<file path="src/rtl/credit_rr_arbiter_pkg.sv">
// Shared helpers for the credit round-robin arbiter: grant index width
// calculation and the rotating-priority one-hot pick function.
package credit_arb_pkg;

    // Widest requester vector the pick helper handles; callers zero-pad to this.
    localparam int c_max_reqs = 32;

    // Width of a requester index, never less than one bit.
    function automatic int clog2_min1(input int n);
        if (n <= 2) begin
            return 1;
        end else begin
            return $clog2(n);
        end
    endfunction

    // One-hot pick of the first valid requester at or after ptr, wrapping at n.
    // Only the low n bits of val are considered; the result is zero when none is valid.
    function automatic logic [c_max_reqs-1:0] rr_pick(
        input logic [c_max_reqs-1:0] val,
        input int unsigned           ptr,
        input int unsigned           n
    );
        logic [c_max_reqs-1:0] pick;
        logic                  found;
        int unsigned           idx;
        pick  = {c_max_reqs{1'b0}};
        found = 1'b0;
        for (int unsigned k = 0; k < c_max_reqs; k++) begin
            if (k < n) begin
                idx = ptr + k;
                if (idx >= n) begin
                    idx = idx - n;
                end else begin
                    idx = idx;
                end
                if (!found && val[idx]) begin
                    pick[idx] = 1'b1;
                    found     = 1'b1;
                end else begin
                    found = found;
                end
            end else begin
                found = found;
            end
        end
        return pick;
    endfunction

endpackage

</file>
<file path="src/rtl/credit_rr_arbiter_credit_pool_counter.sv">
// Saturating up/down credit counter. inc and dec together leave the count
// unchanged; inc at the maximum and dec at zero are both ignored.
module credit_pool_counter #(
    parameter int p_width     = 4,
    parameter int p_max_value = 8
) (
    input  logic               clk,
    input  logic               reset,
    input  logic               inc,
    input  logic               dec,
    output logic [p_width-1:0] count,
    output logic               is_zero,
    output logic               is_max
);

    localparam logic [p_width-1:0] c_max  = p_width'(p_max_value);
    localparam logic [p_width-1:0] c_one  = p_width'(1);
    localparam logic [p_width-1:0] c_zero = p_width'(0);

    logic [p_width-1:0] count_r;
    logic               is_zero_s;
    logic               is_max_s;

    // Status flags decoded from the current count.
    always_comb begin
        is_zero_s = (count_r == c_zero);
        is_max_s  = (count_r == c_max);
    end

    // Count register: starts full, moves by one step, saturates at both ends.
    always_ff @(posedge clk or posedge reset) begin
        if (reset) begin
            count_r <= c_max;
        end else begin
            case ({inc, dec})
                2'b10: begin
                    if (!is_max_s) begin
                        count_r <= count_r + c_one;
                    end else begin
                        count_r <= count_r;
                    end
                end
                2'b01: begin
                    if (!is_zero_s) begin
                        count_r <= count_r - c_one;
                    end else begin
                        count_r <= count_r;
                    end
                end
                default: begin
                    count_r <= count_r;
                end
            endcase
        end
    end

    assign count   = count_r;
    assign is_zero = is_zero_s;
    assign is_max  = is_max_s;

endmodule

</file>
<file path="src/rtl/credit_rr_arbiter.sv">
// Credit-gated round-robin arbiter. A requester is granted in the same cycle
// it presents val, provided at least one credit is held; each grant spends a
// credit and credits come back one per cycle from the downstream buffer.
module credit_rr_arbiter
    import credit_arb_pkg::*;
#(
    parameter int p_num_reqs     = 4,
    parameter int p_credit_nbits = 4,
    parameter int p_num_credits  = 8
) (
    input  logic                                 clk,
    input  logic                                 reset,
    input  logic [p_num_reqs-1:0]                req_val,
    output logic [p_num_reqs-1:0]                req_rdy,
    output logic [clog2_min1(p_num_reqs)-1:0]    grant_id,
    output logic                                 grant_val,
    input  logic                                 credit_return,
    output logic [p_credit_nbits-1:0]            credits,
    output logic                                 credits_empty,
    output logic                                 credits_full,
    output logic                                 overflow_err
);

    localparam int                c_id_w    = clog2_min1(p_num_reqs);
    localparam logic [c_id_w-1:0] c_last_id = c_id_w'(p_num_reqs - 1);
    localparam logic [c_id_w-1:0] c_id_zero = c_id_w'(0);
    localparam logic [c_id_w-1:0] c_id_one  = c_id_w'(1);

    logic [c_id_w-1:0]         prio_ptr_r;
    logic [c_id_w-1:0]         prio_ptr_next_s;
    logic                      overflow_err_r;
    logic [c_max_reqs-1:0]     val_pad_s;
    logic [c_max_reqs-1:0]     pick_pad_s;
    logic [p_num_reqs-1:0]     rdy_s;
    logic [c_id_w-1:0]         grant_id_s;
    logic                      fire_s;
    logic [p_credit_nbits-1:0] credits_s;
    logic                      is_zero_s;
    logic                      is_max_s;

    // Rotating-priority pick; withheld with no credits or while reset is held,
    // and deliberately blind to credit_return so a returned credit is usable
    // only from the next cycle.
    always_comb begin
        val_pad_s                 = {c_max_reqs{1'b0}};
        val_pad_s[p_num_reqs-1:0] = req_val;
        if (is_zero_s || reset) begin
            pick_pad_s = {c_max_reqs{1'b0}};
        end else begin
            pick_pad_s = rr_pick(val_pad_s, 32'(prio_ptr_r), 32'(p_num_reqs));
        end
        rdy_s  = pick_pad_s[p_num_reqs-1:0];
        fire_s = |pick_pad_s;
    end

    // Encode the one-hot grant into an index (zero when nothing is granted).
    always_comb begin
        grant_id_s = c_id_zero;
        for (int i = 0; i < p_num_reqs; i++) begin
            grant_id_s = grant_id_s | (rdy_s[i] ? c_id_w'(i) : c_id_zero);
        end
    end

    // Next priority pointer: the requester after the one just granted, wrapping.
    always_comb begin
        if (grant_id_s == c_last_id) begin
            prio_ptr_next_s = c_id_zero;
        end else begin
            prio_ptr_next_s = grant_id_s + c_id_one;
        end
    end

    // Priority pointer advances only when a grant fires.
    always_ff @(posedge clk or posedge reset) begin
        if (reset) begin
            prio_ptr_r <= c_id_zero;
        end else if (fire_s) begin
            prio_ptr_r <= prio_ptr_next_s;
        end else begin
            prio_ptr_r <= prio_ptr_r;
        end
    end

    // Sticky flag for a credit returned while the pool is already full.
    always_ff @(posedge clk or posedge reset) begin
        if (reset) begin
            overflow_err_r <= 1'b0;
        end else if (credit_return && !fire_s && is_max_s) begin
            overflow_err_r <= 1'b1;
        end else begin
            overflow_err_r <= overflow_err_r;
        end
    end

    credit_pool_counter #(
        .p_width     (p_credit_nbits),
        .p_max_value (p_num_credits)
    ) u_pool (
        .clk     (clk),
        .reset   (reset),
        .inc     (credit_return),
        .dec     (fire_s),
        .count   (credits_s),
        .is_zero (is_zero_s),
        .is_max  (is_max_s)
    );

    assign req_rdy       = rdy_s;
    assign grant_id      = grant_id_s;
    assign grant_val     = fire_s;
    assign credits       = credits_s;
    assign credits_empty = is_zero_s;
    assign credits_full  = is_max_s;
    assign overflow_err  = overflow_err_r;

endmodule

</file>
<file path="config.mk">
export PLATFORM = sky130hd
export DESIGN_NAME = credit_rr_arbiter
export DESIGN_NICKNAME = d
export VERILOG_FILES = /design/src/rtl/credit_rr_arbiter_pkg.sv /design/src/rtl/credit_rr_arbiter_credit_pool_counter.sv /design/src/rtl/credit_rr_arbiter.sv
export SDC_FILE = /design/constraint.sdc
export NUM_CORES = 1
export LEC_CHECK = 0
export CORE_MARGIN = 2
export CORE_UTILIZATION = 49
export DETAILED_ROUTE_END_ITERATION = 12
export PLACE_DENSITY = 0.79
export SLEW_MARGIN = 20
export SYNTH_ARGS = -nofsm -noshare
export SYNTH_HDL_FRONTEND = slang
export SYNTH_HIERARCHICAL = 1
export SYNTH_SLANG_ARGS = --single-unit
export TNS_END_PERCENT = 20
</file>
<file path="constraint.sdc">
create_clock -name clk -period 3.8 [get_ports clk]
set_clock_uncertainty 0.15 [all_clocks]
set_input_delay 0.95 -clock clk [delete_from_list [all_inputs] [get_ports clk]]
set_output_delay 0.95 -clock clk [all_outputs]
set_load 0.02 [all_outputs]
</file>
==> run_results.csv <==
group,metric,value,unit
placement,io_buffers,20,
detailed_routing,routedWlPerCell,15.8,µm
critical_path,startpoint,"req_val[3]",
detailed_routing,vias,1030,
timing,finalSetupTns,0,ns
yosys,yosys_register_bits,7,
floorplan,die_h,46.8,µm
final_layout,nets,165,
floorplan,start_util,0.520,
status,status,"finished, final reports clean",
global_routing,grt_max_degree,17,
floorplan,core_area,1730,µm²
global_routing,grt_use_total,0.287,
floorplan,die_x,46.8,µm
job,cap_viol_max_count,0,
final_layout,diodes,0,
pwr,p_per_area,1080,nW/µm²
yosys,yosysSeqAreaShare,0.197,
placement,pre_cts_ws,-0.654,ns
global_routing,grt_pass1_wl,4.37,mm
final_layout,drive_above_1_share,0.349,
placement,dp_cells,169,
clock_tree,clk_pin_slew_worst_paths,0.05,ns
critical_path,slowest_delay,0.55,ns
critical_path,crit_chain,"clkbuf_2 -> mux4_2 -> a211o_1 -> a311oi_2 -> buf_4 -> inv_1 -> buf_2",
floorplan,io_pins,21,
hold_path,min_path_cells,1,
yosys,syn_nets,119,
critical_path,worstPathMaxFanout,5,
timing,hold_viol,0,
clock_tree,cts_tree,"yes",
critical_path,r2r_setup_slack,0.34,ns
detailed_routing,viasPerCell,5.92,
clock_tree,cts_buffer_depth,2,
timing,rsz0062_at_grt,"false",
yosys,syn_inst,104,
critical_path,path_delay_family,"compound AO/OA/AOI/OAI gates",
detailed_routing,drt_iter0_drc,33,
critical_path,r2r-start,"prio_ptr_r[0]",
yosys,ys_types,39,
critical_path,critPathArrivalTime,2.59,ns
clock_tree,cts_buffers,3,
pwr,power,1.42,mW
final_layout,final_core_util,0.759,
placement,dp_hpwl,2.02,mm
timing,setup_viol,0,
yosys,synth_top_area_cell,"dfrtp_1",
critical_path,path_buf_inv,4,
clock_tree,cts.htree.levels,1,
final_layout,nFillCells,130,
clock_tree,cts_root_buf,"clkbuf_4",
detailed_routing,routed_wl,2.75,mm
clock_tree,clk_latency,0.26,ns
yosys,async_reset_ff_frac,1.00,
yosys,yosysWarningCount,6,
timing,finalMaxSlewViolations,0,
yosys,syn-mean-instance-area,8.63,µm²
floorplan,rows,15,
critical_path,required,2.70,ns
placement,gp_congestion,0.858,
hold_path,holdCritStartpoint,"overflow_err",
global_routing,grt_overflow,0,
timing,final.setup.worst_slack,0.112,ns
yosys,synth_top_area_frac,0.167,
hold_path,hold_class,"reg -> reg",
pwr,leakagePower,0.650,nW
detailed_routing,postRouteAntennaNets,0,
critical_path,reg2regPathDepth,16,
critical_path,crit_cells,7,
yosys,synth_ff_type,"dfrtp_1",
final_layout,finalInstanceArea,1310,µm²
final_layout,area.growth.synth_to_final,46.0,%
yosys,ys_top_cells_by_area,"dfrtp_1 17%, ha_1 11%, mux2i_1 6.7%",
detailed_routing,route.detailed.drc,0,
detailed_routing,dr.pass1.iters,4,
final_layout,layout.cells.non_filler,174,
floorplan,die_area,2190,µm²
pwr,ir_worst_vdd,0.000686,V
global_routing,antenna_found_initial,0,
timing,period_minus_slack,3.69,ns
yosys,syn_area,897,µm²
timing,slew_headroom,0.793,
timing,max_freq,271,MHz
timing,hold_ws,0.358,ns
placement,dpl_cell_area,1280,µm²
global_routing,grt_pass1_vias,972,
critical_path,crit_path_end_kind,"output pin",
critical_path,slowest_stage,"mux4_2",
timing,worstMarginPinSlew,0.304,ns
critical_path,critPathLaunchType,"input port",
clock_tree,clock_sinks,7,
timing,period_share,0.970,
yosys,synth_edf_count,0,
critical_path,path_class,"in -> out",
==> cells by family (layout without fill, tap and decap cells) <==
family / Yosys count / count (layout) / share of synthesized area
XOR/XNOR: 3 / 3 / 0.0293
AND/OR/NAND/NOR: 34 / 34 / 0.208
flip-flops: 7 / 7 / 0.197
adder cells (fa/ha/maj): 8 / 8 / 0.112
AO/OA/AOI/OAI: 31 / 31 / 0.265
multiplexers: 9 / 9 / 0.138
buffers and inverters: 12 / 57 / 0.0516
==> what timing repair did <==
action                                  in CTS  in global routing
hold buffers                                 0                  0
pin swaps                                    2                  2
setup buffers                                1                  0
gates resized for setup                     36                  9
endpoints found under the setup margin       8                  8
==> layout by cell type (no fill, tap or decap), drive strengths merged, types with 2 or more instances in the layout <==
cell / n
o211a: 2
clkdlybuf4s50: 9
ha: 8
a21oi: 3
o21ai: 2
or2: 2
inv: 11
nor2: 10
clkbuf: 7
a211o: 3
dfrtp: 6
nand2: 8
mux2i: 6
nand2b: 8
buf: 26
clkdlybuf4s15: 3
o31ai: 2
mux4: 2
o22ai: 8
a32o: 2
xor2: 2
==> area by class of cell <==
| cell class | count | area [µm²] | share of cell area |
|---|---|---|---|
| multi-input combinational | 85 | 707 | 0.540 |
| timing repair buffer | 42 | 327 | 0.249 |
| sequential | 7 | 176 | 0.135 |
| inverter | 11 | 41.3 | 0.0315 |
| tap | 25 | 31.3 | 0.0239 |
| clock buffer | 3 | 22.5 | 0.0172 |
| clock inverter | 1 | 5.00 | 0.00382 |
==> worst paths after layout <==
check                                   to
max                            grant_id[0]
min                           overflow_err
max reg2reg                u_pool/count[2]
min reg2reg                   overflow_err
max in group asynchronous  u_pool/count[3]
min in group asynchronous  u_pool/count[2]
==> power by group <==
| group | internal [mW] | switching, mW |
|---|---|---|
| Clock | 0.0386 | 0.0302 |
| Sequential | 0.114 | 0.0429 |
| Combinational | 0.579 | 0.615 |
| Total | 0.732 | 0.688 |
==> per-layer routing <==
layer	share of wire	vias to the layer above	track usage	wire, µm
met3	0.080	12	0.0846	221
li1	-	477	-	-
met4	0.036	0	0.122	99
met1	0.42	479	0.370	1150
met5	0	-	0	0
met2	0.46	62	0.447	1280
==> synthesized netlist by cell type, types with 2 or more instances <==
master / instances
inv_1: 11
nor2_1: 10
ha_1: 8
nand2_1: 8
nand2b_1: 8
o22ai_1: 8
dfrtp_1: 6
mux2i_1: 6
a211o_1: 3
a21oi_1: 3
o211a_1: 2
o21ai_0: 2
o31ai_1: 2
xor2_1: 2
==> worst register-to-register path, stage by stage (launching register included) <==
cell	delay, ns
dfrtp_1	0.35
inv_1	0.06
ha_2	0.38
mux2i_2	0.35
buf_4	0.17
o22ai_1	0.06
a211o_1	0.27
a32o_2	0.23
nor2_2	0.15
nand2_1	0.10
buf_4	0.18
nand2b_1	0.11
xnor2_1	0.08
ha_1	0.21
nor4b_2	0.27
o221ai_1	0.16
o31ai_1	0.08
==> registers in the layout, indices dropped and copies added (netlist names) <==
name and count:
overflow_err 1, prio_ptr_r 2, u_pool/count 4
Note: power is estimated with default switching activity, not from simulation.
